## src/rtl/adam_pause_pkg.sv

```systemverilog
`default_nettype none
// ============================================================================
// Module   : adam_pause_pkg
// Purpose  : Shared types and helpers for the ADAM_PAUSE responder blocks.
//            - adam_pause_state_t : responder FSM state encoding (2 bits)
//            - cnt_width()        : width of an outstanding-transaction counter
// Revision : 1.0 - initial release
// ============================================================================
package adam_pause_pkg;

  typedef enum logic [1:0] {
    PAUSED   = 2'd0,
    RUNNING  = 2'd1,
    DRAINING = 2'd2,
    SETTLE   = 2'd3
  } adam_pause_state_t;

  // Bits needed to hold 0..max_count inclusive (never less than 1).
  function automatic int unsigned cnt_width(input int unsigned max_count);
    return (max_count < 1) ? 1 : $clog2(max_count + 1);
  endfunction

endpackage
`default_nettype wire

```

## src/rtl/adam_pause_outstanding_cnt.sv

```systemverilog
`default_nettype none
// ============================================================================
// Module   : adam_pause_outstanding_cnt
// Purpose  : Saturating in-flight transaction counter for pausable blocks.
// Ports    : clk          in  clock, posedge
//            rst          in  synchronous reset, active-low
//            inc          in  one transaction started this cycle
//            dec          in  one transaction completed this cycle
//            count        out registered in-flight count
//            is_zero_next out count will be zero after the coming edge
//            range_err    out this cycle's update would over/underflow
// Revision : 1.0 - initial release
// ============================================================================
module adam_pause_outstanding_cnt
  import adam_pause_pkg::*;
#(
  parameter int unsigned MAX_COUNT = 8
) (
  input  logic                              clk,
  input  logic                              rst,
  input  logic                              inc,
  input  logic                              dec,
  output logic [cnt_width(MAX_COUNT)-1:0]   count,
  output logic                              is_zero_next,
  output logic                              range_err
);

  localparam int unsigned    CW      = cnt_width(MAX_COUNT);
  localparam logic [CW-1:0]  MAX_CNT = CW'(MAX_COUNT);
  localparam logic [CW-1:0]  ONE     = CW'(1);

  logic [CW-1:0] count_q;
  logic [CW-1:0] count_d;

  // inc and dec together cancel; an illegal step holds the count and flags.
  always_comb begin
    count_d   = count_q;
    range_err = 1'b0;
    case ({inc, dec})
      2'b10: begin
        if (count_q == MAX_CNT) range_err = 1'b1;
        else                    count_d   = count_q + ONE;
      end
      2'b01: begin
        if (count_q == '0) range_err = 1'b1;
        else               count_d   = count_q - ONE;
      end
      default: count_d = count_q;
    endcase
  end

  always_ff @(posedge clk) begin
    if (!rst) count_q <= '0;
    else      count_q <= count_d;
  end

  assign count        = count_q;
  assign is_zero_next = (count_d == '0);

endmodule
`default_nettype wire

```

## src/rtl/adam_pause_slave.sv

```systemverilog
`default_nettype none
// ============================================================================
// Module   : adam_pause_slave
// Purpose  : Responder end of the ADAM_PAUSE req/ack handshake. Blocks new
//            transaction starts on request, drains in-flight work, waits a
//            settle window, then acknowledges. Comes out of reset paused.
// Ports    : clk         in  clock, posedge
//            rst         in  synchronous reset, active-low
//            pause_req   in  1 = pause requested
//            pause_ack   out 1 = paused (registered)
//            start_req   in  local logic wants to start a transaction
//            start_gnt   out start permitted (combinational)
//            done        in  one transaction completed this cycle
//            outstanding out in-flight count (registered)
//            proto_err   out sticky protocol error, cleared by reset only
// Revision : 1.0 - initial release
// ============================================================================
module adam_pause_slave
  import adam_pause_pkg::*;
#(
  parameter int unsigned MAX_OUTSTANDING = 8,
  parameter int unsigned DRAIN_CYCLES    = 2
) (
  input  logic                                   clk,
  input  logic                                   rst,
  input  logic                                   pause_req,
  output logic                                   pause_ack,
  input  logic                                   start_req,
  output logic                                   start_gnt,
  input  logic                                   done,
  output logic [cnt_width(MAX_OUTSTANDING)-1:0]  outstanding,
  output logic                                   proto_err
);

  localparam int unsigned   CW          = cnt_width(MAX_OUTSTANDING);
  localparam logic [CW-1:0] MAX_CNT     = CW'(MAX_OUTSTANDING);
  localparam int unsigned   SW          = (DRAIN_CYCLES > 1) ? $clog2(DRAIN_CYCLES) : 1;
  localparam int unsigned   SETTLE_INIT = (DRAIN_CYCLES == 0) ? 0 : DRAIN_CYCLES - 1;
  localparam logic [SW-1:0] SETTLE_LOAD = SW'(SETTLE_INIT);

  adam_pause_state_t state_q, state_d;
  logic [SW-1:0]     settle_q, settle_d;
  logic              pause_ack_q, pause_ack_d;
  logic              proto_err_q, proto_err_d;

  logic              accept;
  logic              zero_next;
  logic              cnt_err;
  logic              req_violation;

  // Grants are held off during reset so nothing leaks out while the
  // registered state is still being forced.
  assign start_gnt = rst && (state_q == RUNNING) && !pause_req &&
                     (outstanding < MAX_CNT);
  assign accept    = start_req && start_gnt;

  adam_pause_outstanding_cnt #(
    .MAX_COUNT    (MAX_OUTSTANDING)
  ) u_cnt (
    .clk          (clk),
    .rst          (rst),
    .inc          (accept),
    .dec          (done),
    .count        (outstanding),
    .is_zero_next (zero_next),
    .range_err    (cnt_err)
  );

  always_comb begin
    state_d       = state_q;
    settle_d      = settle_q;
    req_violation = 1'b0;
    case (state_q)
      PAUSED: begin
        if (!pause_req) state_d = RUNNING;
      end
      RUNNING, DRAINING: begin
        // Dropping the request mid-drain breaks the four-phase rule; the
        // pause is still completed so the handshake resynchronises.
        if (state_q == DRAINING && !pause_req) req_violation = 1'b1;
        if (pause_req || state_q == DRAINING) begin
          if (zero_next) begin
            if (DRAIN_CYCLES == 0) begin
              state_d = PAUSED;
            end else begin
              state_d  = SETTLE;
              settle_d = SETTLE_LOAD;
            end
          end else begin
            state_d = DRAINING;
          end
        end
      end
      SETTLE: begin
        if (!pause_req) req_violation = 1'b1;
        // Completions here are counted but do not restart the window.
        if (settle_q == '0) state_d  = PAUSED;
        else                settle_d = settle_q - SW'(1);
      end
      default: state_d = PAUSED;
    endcase
    pause_ack_d = (state_d == PAUSED);
    proto_err_d = proto_err_q || cnt_err || req_violation;
  end

  always_ff @(posedge clk) begin
    if (!rst) begin
      state_q     <= PAUSED;
      settle_q    <= '0;
      pause_ack_q <= 1'b1;
      proto_err_q <= 1'b0;
    end else begin
      state_q     <= state_d;
      settle_q    <= settle_d;
      pause_ack_q <= pause_ack_d;
      proto_err_q <= proto_err_d;
    end
  end

  assign pause_ack = pause_ack_q;
  assign proto_err = proto_err_q;

endmodule
`default_nettype wire

```

## config.mk

```make
export PLATFORM = sky130hd
export DESIGN_NAME = adam_pause_slave
export DESIGN_NICKNAME = d
export VERILOG_FILES = /design/src/rtl/adam_pause_pkg.sv /design/src/rtl/adam_pause_outstanding_cnt.sv /design/src/rtl/adam_pause_slave.sv
export SDC_FILE = /design/constraint.sdc
export NUM_CORES = 1
export LEC_CHECK = 0
export CORE_MARGIN = 5
export CORE_UTILIZATION = 25
export CTS_BUF_LIST = sky130_fd_sc_hd__clkbuf_8
export CTS_CLUSTER_SIZE = 40
export DETAILED_ROUTE_END_ITERATION = 7
export HOLD_SLACK_MARGIN = 0.03
export PLACE_DENSITY = 0.43
export SLEW_MARGIN = 20
export SYNTH_ARGS = -nofsm -noshare
export SYNTH_HDL_FRONTEND = slang
export SYNTH_SLANG_ARGS = --single-unit
```

## constraint.sdc

```tcl
create_clock -name clk -period 5.93 [get_ports clk]
set_clock_uncertainty 0.05 [all_clocks]
set_input_delay 0.8895 -clock clk [delete_from_list [all_inputs] [get_ports clk]]
set_output_delay 0.8895 -clock clk [all_outputs]
set_load 0.1 [all_outputs]
```

==> results of run 1 <==
## registers in the layout, summed over array words and instances (netlist names)
signal,flops
u_cnt.count,4
state_q,2
pause_ack,1
proto_err,1
settle_q,1
## where the power goes
part / leakage (nW) / internal, mW / total (mW) / switching, mW
registers: 0.0736 / 0.0704 / 0.0780 / 0.00754
clock network: 0.0269 / 0.0450 / 0.0686 / 0.0235
logic: 0.305 / 0.0351 / 0.108 / 0.0725
## how the worst max path moves through the flow
stage / startpoint / endpoint / slack, ns
3_3_place_gp: rst / start_gnt / 2.09
2_1_floorplan: u_cnt.count[3]$_SDFF_PN0_ / settle_q$_SDFFE_PN0P_ / 0.88
5_1_grt: rst / start_gnt / 1.94
6_report: rst / start_gnt / 2.08
3_5_place_dp: rst / start_gnt / 2.05
4_1_cts: rst / start_gnt / 2.05
## layer usage
metal  GRT usage  vias to the layer above  routed length [um]
met1      0.1236                      369                 918
li1            -                      397                   -
met2      0.1689                       14                 930
met4     0.04557                        0                  19
met3     0.01664                        2                  75
met5           0                        -                   0
## worst max-delay path, stage by stage
cell and delay [ns]:
sky130_fd_sc_hd__clkdlybuf4s50_1 0.55, sky130_fd_sc_hd__nand2_1 0.07, sky130_fd_sc_hd__nor3_1 0.21, sky130_fd_sc_hd__clkdlybuf4s50_1 1.18
## kinds of logic (layout without fill, tap and decap cells)
group,count (synthesis),in the layout
AO/OA/AOI/OAI,30,30
adder cells (fa/ha/maj),8,8
buffers and inverters,16,25
flip-flops,9,9
multiplexers,1,1
AND/OR/NAND/NOR,41,41
## layout by cell type (no fill, tap or decap), types with 2 or more instances in the layout
cell	Yosys	final
sky130_fd_sc_hd__inv_1	10	11
sky130_fd_sc_hd__a31oi_1	3	3
sky130_fd_sc_hd__clkdlybuf4s50_1	0	11
sky130_fd_sc_hd__o21ai_0	4	4
sky130_fd_sc_hd__nor2_1	9	9
sky130_fd_sc_hd__and2_1	2	2
sky130_fd_sc_hd__nor3_1	5	5
sky130_fd_sc_hd__a211oi_1	2	2
sky130_fd_sc_hd__dfxtp_1	9	9
sky130_fd_sc_hd__o211ai_1	2	2
sky130_fd_sc_hd__nand2b_1	3	3
sky130_fd_sc_hd__a21oi_1	7	7
sky130_fd_sc_hd__nand3_1	5	5
sky130_fd_sc_hd__clkbuf_8	0	3
sky130_fd_sc_hd__nand2_1	8	8
sky130_fd_sc_hd__ha_1	8	8
## area by class of cell
type                    count  area [um2]  area share
well taps                  46       57.56     0.05736
multi-input cells          80       573.1      0.5711
inverters                  10       37.54     0.03741
repair buffers             11       110.1      0.1097
clock inverters             1       3.754    0.003741
flip-flops and latches      9       180.2      0.1796
clock buffers               3       41.29     0.04115
==> results.py, run 1 <==
metrics = {
    "yosys": {
        "xor_xnor_fraction_of_synth_area": 0,
        "ys_top_cells_by_area": "sky130_fd_sc_hd__dfxtp_1 (22%), sky130_fd_sc_hd__ha_1 (12%), sky130_fd_sc_hd__inv_1 (4.5%)",
        "post_synth_inst_count": 105,
        "yosysWarnings": 0,
        "synth_fp_nets": 118,
        "postSynth.asyncResetShare": 0,
        "synth_top_family_by_area": "compound AO/OA/AOI/OAI gates",
        "synth.largest_area_cell": "sky130_fd_sc_hd__dfxtp_1",
        "ys_ff_latch": 9,
        "synth_most_common_cell": "sky130_fd_sc_hd__inv_1",
        "synth_area_um2": 830.8,
        "post_synth_cell_types": 39,
        "edff_count_synth": 0,
        "yosys-top-cells-count": "sky130_fd_sc_hd__inv_1 (10), sky130_fd_sc_hd__dfxtp_1 (9), sky130_fd_sc_hd__nor2_1 (9)",
        "synth_sequential_area_ratio": 0.2169,
        "synth_compound_area_frac": 0.2922,
        "yosysTopAreaCellShare": 0.2169,
        "post_synth_and_or_nand_nor_area_fraction": 0.2651,
        "primary_ff_master_synth": "sky130_fd_sc_hd__dfxtp_1",
        "yosys.area_share.adder": 0.1205,
        "portion_of_netlist_area_occupied_by_mux_cells": 0.01205,
        "syn_area_per_cell_um2": 7.912,
    },
    "worst_hold_path": {
        "min_delay_worst_endpoint": "proto_err$_SDFF_PN0_",
        "min_from": "proto_err$_SDFF_PN0_",
        "worstHoldPathType": "reg -> reg",
        "min_delay_path_depth": 2,
    },
    "floorplan": {
        "initial_core_util": 0.2530,
        "floorplan.die_area_mm2": 0.004576,
        "die_height_um": 67.65,
        "floorplan.die.width_um": 67.65,
        "io_pins": 12,
        "coreArea_mm2": 0.003284,
        "row_cnt": 21,
    },
    "critical_path": {
        "critical_path.reg2reg.startpoint": "state_q[1]$_SDFF_PN0_",
        "timing.reg2reg.setup_slack_ns": 3.26,
        "depth_of_the_worst_register_to_register_path": 11,
        "setup.worst_path.end_class": "output pin",
        "crit_path_start_kind": "input pin",
        "crit_arrival_ns": 2.91,
        "r2r_end": "settle_q$_SDFFE_PN0P_",
        "crit_fanout": 6,
        "worst_ep_required_time_ns": 4.99,
        "timing.setup.critical_path_class": "in -> out",
    },
    "placement": {
        "place_worst_setup_slack_ns": 2.051,
        "finalWeightedCongestion": 0.8366,
        "detailed_place_hpwl_um": 1451,
        "placed_cell_area_um2": 958.4,
        "buffer_ports.inserted": 11,
        "dp.cells": 156,
    },
    "power": {
        "finalPower_uw": 254.1,
        "pwr_density_mw_per_mm2": 253.2,
        "power.static_leakage_nw": 0.4050,
        "vdd_drop_max_mv": 0.1632,
    },
    "global_routing": {
        "grt.overflow.total": 0,
        "grt_pass1_vias": 763,
        "global_route.usage.total": 0.1003,
        "antenna_found_initial": 0,
        "grt_start_max_net_pins": 18,
        "wire_length_of_the_first_global_routing_pass_um": 3525,
    },
    "run_status": {
        "status": "finished, final reports clean",
    },
    "cts": {
        "tritoncts_num_sinks": 9,
        "h_tree_levels": 1,
        "tritoncts": "yes",
        "clock_insertion_delay_worst_skew_ns": 0.23,
        "postCtsSetupBuffers": 0,
        "clk_root_buffer_cell": "sky130_fd_sc_hd__clkbuf_8",
        "hold_buffers": 0,
        "post_cts.resized_instances": 0,
        "max-clock-path-buffers": 2,
        "clock_buffer_count_from_cts": 3,
        "clkSlewWorstSetupHoldPaths_ns": 0.05,
    },
    "sta": {
        "max_slew.worst_pin.slew_ns": 0.9694,
        "setup_violations": 0,
        "setup_total_negative_slack_ns": 0,
        "maxSlewHeadroom": 0.3517,
        "post-route-worst-setup-slack_ns": 2.077,
        "slew_violations": 0,
        "fmax_ghz": 0.2595,
        "rsz0062_at_grt": "false",
        "finalHoldViolCount": 0,
        "finalCriticalPeriod_ns": 3.853,
        "hold_slack_ns": 0.4403,
        "post-route-period-util": 0.6498,
    },
    "final_layout": {
        "n_antenna_cell": 0,
        "post-route-util": 0.3055,
        "final_design_area_no_fill_mm2": 0.001003,
        "area_growth_syn_to_layout_pct": 20.78,
        "final_nets": 128,
        "layoutNonFillerInstCount": 160,
        "drive_above_1_share": 0.05263,
        "fillerInstances": 372,
    },
    "drt": {
        "dr.pass1.iters": 4,
        "drc_errors": 0,
        "drt-wirelength-per-cell_um": 12.14,
        "postRouteAntennaNets": 0,
        "drt-total-wl_um": 1943,
        "via_count": 782,
        "detail_route.vias_per_cell": 4.888,
        "detailedRoute.firstIterationViolations": 46,
    },
    "job": {
        "max_cap_violations": 0,
    },
}
Power figures use the tool's default switching activity.
==> inputs of run 2 (changes only) <==
clock period = 3.84 ns   (was 5.93 ns; I/O delays follow)
==> run 2 against run 1 <==
  * Sequential power is 54% higher
  * Register-to-register slack worse by 2.1 ns
  * Setup slack worse by 1.2 ns
  * Critical path depth up 6
  * Hold slack improved by 0.012 ns
  * Critical endpoint is now settle_q$_SDFFE_PN0P_
  * Largest cell class unchanged
  * Largest power group unchanged
==> results.py, run 2 (same netlist as run 1, synthesis figures left out) <==
metrics = {
    "sta": {
        "finalCriticalPeriod_ns": 2.938,
        "rsz0062_at_grt": "false",
        "maxSlewHeadroom": 0.3479,
        "setup_violations": 0,
        "post-route-worst-setup-slack_ns": 0.9023,
        "setup_total_negative_slack_ns": 0,
        "finalHoldViolCount": 0,
        "hold_slack_ns": 0.4526,
        "max_slew.worst_pin.slew_ns": 0.9751,
        "post-route-period-util": 0.7650,
        "fmax_ghz": 0.3404,
        "slew_violations": 0,
    },
    "critical_path": {
        "crit_top_cell": "sky130_fd_sc_hd__nand2_1",
        "cpPeakStageDelay_ns": 0.56,
        "crit_fanout": 10,
        "r2r_end": "settle_q$_SDFFE_PN0P_",
        "slowest_cell_on_crit_path": "sky130_fd_sc_hd__clkdlybuf4s50_1",
        "timing.reg2reg.setup_slack_ns": 1.19,
        "crit_path_cell_trace": "clkdlybuf4s50_1 > nand2_1 > nor3_4 > nand2_1 > ha_1 > and2b_1 > a211oi_1 > nand3_1 > a2111oi_4 > mux2i_1",
        "timing.setup.critical_path_class": "in -> reg",
        "depth_of_the_worst_register_to_register_path": 12,
        "crit_path_start_kind": "input pin",
        "critical_path.reg2reg.startpoint": "state_q[1]$_SDFF_PN0_",
        "worst_ep_required_time_ns": 3.96,
        "setup.worst_path.end_class": "flop",
        "largest_delay_share_family_worst_path": "simple AND/OR/NAND/NOR gates",
        "worst-path-buf-inv": 1,
        "crit_arrival_ns": 3.06,
    },
    "drt": {
        "drt-wirelength-per-cell_um": 12.83,
        "drc_errors": 0,
        "dr.pass1.iters": 4,
        "postRouteAntennaNets": 0,
        "drt-total-wl_um": 2052,
        "via_count": 769,
        "detailedRoute.firstIterationViolations": 114,
        "detail_route.vias_per_cell": 4.806,
    },
    "run_status": {
        "status": "finished, final reports clean",
    },
    "cts": {
        "clock_buffer_count_from_cts": 3,
        "h_tree_levels": 1,
        "clock_insertion_delay_worst_skew_ns": 0.24,
        "clk_root_buffer_cell": "sky130_fd_sc_hd__clkbuf_8",
        "hold_buffers": 0,
        "clkSlewWorstSetupHoldPaths_ns": 0.05,
        "post_cts.resized_instances": 0,
        "tritoncts_num_sinks": 9,
        "max-clock-path-buffers": 2,
        "tritoncts": "yes",
        "postCtsSetupBuffers": 0,
    },
    "placement": {
        "placed_cell_area_um2": 967.2,
        "place_worst_setup_slack_ns": 0.5787,
        "buffer_ports.inserted": 11,
        "detailed_place_hpwl_um": 1543,
        "finalWeightedCongestion": 0.8042,
    },
    "power": {
        "pwr_density_mw_per_mm2": 398.0,
        "vdd_drop_max_mv": 0.3179,
        "power.static_leakage_nw": 0.4071,
    },
    "worst_hold_path": {
        "min_delay_worst_endpoint": "proto_err$_SDFF_PN0_",
        "worstHoldPathType": "reg -> reg",
        "min_from": "proto_err$_SDFF_PN0_",
        "min_delay_path_depth": 2,
    },
    "final_layout": {
        "most_frequent_standard_cell_in_the_layout_excluding_fill_and_tap_cells": "sky130_fd_sc_hd__inv_1",
        "most-common-layout-cells": "sky130_fd_sc_hd__inv_1 (11), sky130_fd_sc_hd__clkdlybuf4s50_1 (10), sky130_fd_sc_hd__nor2_1 (9), sky130_fd_sc_hd__dfxtp_1 (9)",
        "fillerInstances": 358,
        "final_nets": 128,
        "area_growth_syn_to_layout_pct": 21.84,
        "final_design_area_no_fill_mm2": 0.001012,
        "largest_register_ffs": 4,
        "n_antenna_cell": 0,
        "drive_above_1_share": 0.07018,
    },
    "floorplan": {
        "floorplan.die_area_mm2": 0.004576,
        "row_cnt": 21,
        "initial_core_util": 0.2530,
        "coreArea_mm2": 0.003284,
        "die_height_um": 67.65,
        "io_pins": 12,
        "floorplan.die.width_um": 67.65,
    },
    "global_routing": {
        "global_route.usage.total": 0.1021,
        "grt.overflow.total": 0,
        "wire_length_of_the_first_global_routing_pass_um": 3498,
        "antenna_found_initial": 0,
        "grt_pass1_vias": 706,
        "grt_start_max_net_pins": 18,
    },
    "job": {
        "max_cap_violations": 0,
    },
}
-- run 2: power by group --
part           internal [mW]  switching, mW  leakage, nW
clock network         0.0702         0.0434       0.0269
logic                 0.0547          0.115        0.307
registers              0.109         0.0110       0.0736
total                  0.233          0.169        0.407
-- run 2: worst max path at each step --
stage | start | to | slack [ns] | cells past startpoint
5_1_grt | rst | settle_q$_SDFFE_PN0P_ | 0.69 | 11
3_3_place_gp | rst | settle_q$_SDFFE_PN0P_ | 0.70 | 10
2_1_floorplan | u_cnt.count[3]$_SDFF_PN0_ | settle_q$_SDFFE_PN0P_ | 0.22 | 10
4_1_cts | rst | settle_q$_SDFFE_PN0P_ | 0.84 | 10
3_5_place_dp | rst | settle_q$_SDFFE_PN0P_ | 0.58 | 10
6_report | rst | settle_q$_SDFFE_PN0P_ | 0.90 | 10
-- run 2: final cells by class --
class	instances	area [um2]	share of cell area
multi-input cells	80	584.3	0.5773
flip-flops and latches	9	180.2	0.1780
repair buffers	11	107.6	0.1063
well taps	46	57.56	0.05686
clock buffers	3	41.29	0.04079
inverters	10	37.54	0.03708
clock inverters	1	3.754	0.003708
-- run 2: layer usage --
metal  GRT usage  vias up  wire length [um]
li1            -      396                 -
met1      0.1337      356               945
met2      0.1592       15              1009
met3     0.03661        2                90
met4     0.02278        0                 6
met5           0        -                 0
-- run 2: tightest hold or removal path: stages, from the launching register on --
cell and delay, ns:
sky130_fd_sc_hd__dfxtp_1 0.33, sky130_fd_sc_hd__nor3_1 0.06, sky130_fd_sc_hd__nor2_1 0.08
-- run 2: per-stage QoR --
step	total power, mW	util	cells
after floorplan	0.2529	-	105
after global placement	0.2916	0.2945	156
after detailed placement	0.2907	0.2945	156
after CTS	0.4077	0.3082	160
after global routing	0.4317	0.3082	160
final	0.4028	0.3082	160
==> inputs of run 3 (changes only) <==
clock period = 2.73 ns   (was 3.84 ns; I/O delays follow)
==> run 3 against run 2 <==
  * Critical path depth did not move
  * Hold slack got worse by 0.010 ns
  * Via count rose by 5.2%
  * Die area did not move
  * Count of clock-buffer cells in the layout did not move
  * Largest cell class unchanged
==> results.py, run 3 (same netlist as run 1, synthesis figures left out) <==
metrics = {
    "cts": {
        "hold_buffers": 0,
        "clkSlewWorstSetupHoldPaths_ns": 0.05,
        "clk_root_buffer_cell": "sky130_fd_sc_hd__clkbuf_8",
        "h_tree_levels": 1,
        "tritoncts": "yes",
        "tritoncts_num_sinks": 9,
        "clock_buffer_count_from_cts": 3,
        "clock_insertion_delay_worst_skew_ns": 0.23,
        "max-clock-path-buffers": 2,
    },
    "drt": {
        "detail_route.vias_per_cell": 4.731,
        "drt-total-wl_um": 2043,
        "drc_errors": 0,
        "via_count": 809,
        "dr.pass1.iters": 4,
        "postRouteAntennaNets": 0,
        "detailedRoute.firstIterationViolations": 34,
        "drt-wirelength-per-cell_um": 11.95,
    },
    "sta": {
        "fmax_ghz": 0.3954,
        "setup_violations": 0,
        "finalHoldViolCount": 0,
        "rsz0062_at_grt": "false",
        "finalCriticalPeriod_ns": 2.529,
        "max_slew.worst_pin.slew_ns": 0.4588,
        "post-route-period-util": 0.9264,
        "slew_violations": 0,
        "maxSlewHeadroom": 0.6937,
    },
    "final_layout": {
        "multi_input_comb_area_um2": 625.6,
        "final_nets": 139,
        "layoutNonFillerInstCount": 171,
        "fillerInstances": 343,
        "drive_above_1_share": 0.2640,
        "area_growth_syn_to_layout_pct": 38.10,
        "n_antenna_cell": 0,
        "most_frequent_standard_cell_in_the_layout_excluding_fill_and_tap_cells": "sky130_fd_sc_hd__buf_4",
        "area.sequential_um2": 185.2,
        "most-common-layout-cells": "sky130_fd_sc_hd__buf_4 (16), sky130_fd_sc_hd__inv_1 (10), sky130_fd_sc_hd__nor2_1 (9)",
        "post-route-util": 0.3493,
        "largest_register_ffs": 4,
    },
    "global_routing": {
        "grt_start_max_net_pins": 18,
        "antenna_found_initial": 0,
        "global_route.usage.total": 0.09718,
        "grt.overflow.total": 0,
        "wire_length_of_the_first_global_routing_pass_um": 3394,
        "grt_pass1_vias": 753,
    },
    "job": {
        "max_cap_violations": 0,
    },
    "placement": {
        "buffer_ports.inserted": 11,
        "dp.cells": 163,
        "detailed_place_hpwl_um": 1517,
        "finalWeightedCongestion": 0.7681,
    },
    "floorplan": {
        "io_pins": 12,
        "floorplan.die_area_mm2": 0.004576,
        "initial_core_util": 0.2530,
        "row_cnt": 21,
        "coreArea_mm2": 0.003284,
        "floorplan.die.width_um": 67.65,
        "die_height_um": 67.65,
    },
    "run_status": {
        "status": "finished, final reports clean",
    },
    "worst_hold_path": {
        "min_delay_worst_endpoint": "proto_err$_SDFF_PN0_",
        "min_from": "proto_err$_SDFF_PN0_",
        "worstHoldPathType": "reg -> reg",
        "min_delay_path_depth": 2,
    },
    "critical_path": {
        "r2r_end": "settle_q$_SDFFE_PN0P_",
        "critical_path.reg2reg.startpoint": "state_q[0]$_SDFF_PN0_",
        "depth_of_the_worst_register_to_register_path": 10,
        "crit_fanout": 6,
        "setup.worst_path.end_class": "flop",
        "crit_arrival_ns": 2.64,
        "timing.setup.critical_path_class": "reg -> reg",
        "timing.reg2reg.setup_slack_ns": 0.20,
        "worst_ep_required_time_ns": 2.84,
        "crit_path_start_kind": "flop",
    },
    "power": {
        "pwr_density_mw_per_mm2": 518.3,
        "power.static_leakage_nw": 0.4969,
        "vdd_drop_max_mv": 0.2315,
    },
}
## run 3: area by class of cell
| cell class | count | area share |
|---|---|---|
| clock inverter | 1 | 0.004362 |
| multi-input combinational | 80 | 0.5453 |
| tap | 46 | 0.05016 |
| inverter | 10 | 0.03272 |
| timing repair buffer | 22 | 0.1701 |
| clock buffer | 3 | 0.03599 |
| sequential | 9 | 0.1614 |
## run 3: through the flow
step / cell area, um2 / hold slack [ns] / power, mW / TNS [ns] / setup slack (ns)
6_report: 1147 / 0.4422 / 0.5947 / 0 / 0.2010
5_1_grt: 1147 / 0.5219 / 0.6424 / 0 / 0.002687
2_1_floorplan: 877.1 / 0.4266 / 0.3590 / -0.9714 / -0.4222
4_1_cts: 1081 / 0.4529 / 0.5865 / 0 / 0.1118
3_5_place_dp: 1035 / 0.4280 / 0.4219 / -0.2348 / -0.1497
3_3_place_gp: 1035 / 0.4257 / 0.4223 / -0.1133 / -0.06925
## run 3: worst max-delay path by stage
stage / start / end / slack [ns] / depth (start not counted)
global route: state_q[0]$_SDFF_PN0_ / settle_q$_SDFFE_PN0P_ / 0.003 / 10
floorplan: u_cnt.count[3]$_SDFF_PN0_ / settle_q$_SDFFE_PN0P_ / -0.42 / 11
finish: state_q[0]$_SDFF_PN0_ / settle_q$_SDFFE_PN0P_ / 0.20 / 10
detailed placement: rst / settle_q$_SDFFE_PN0P_ / -0.15 / 11
global placement: rst / settle_q$_SDFFE_PN0P_ / -0.07 / 11
CTS: rst / settle_q$_SDFFE_PN0P_ / 0.11 / 11
## run 3: layer usage
layer,global-route usage,part of all wire,vias up
met2,0.1373,0.43,17
met5,0,0,-
met1,0.1323,0.51,371
met4,0.04557,0.017,0
li1,-,-,417
met3,0.02995,0.045,4
## run 3: timing repair
action                                  in CTS  in global routing
setup buffers                                0                  4
gates resized for setup                      0                  8
endpoints found under the setup margin       0                  1
## run 3: power by group
part	switching [mW]	internal [mW]
Clock	0.0572	0.0999
Combinational	0.168	0.101
Sequential	0.0166	0.152
Total	0.242	0.353
## run 3: worst max-delay path: stages (launching register included)
cell	delay [ns]
sky130_fd_sc_hd__dfxtp_1	0.40
sky130_fd_sc_hd__ha_1	0.19
sky130_fd_sc_hd__nand2_2	0.07
sky130_fd_sc_hd__nor3_4	0.21
sky130_fd_sc_hd__nand2_2	0.10
sky130_fd_sc_hd__ha_4	0.19
sky130_fd_sc_hd__or2b_1	0.22
sky130_fd_sc_hd__o32a_1	0.17
sky130_fd_sc_hd__o221a_1	0.30
sky130_fd_sc_hd__a2111oi_4	0.38
sky130_fd_sc_hd__mux2i_1	0.21
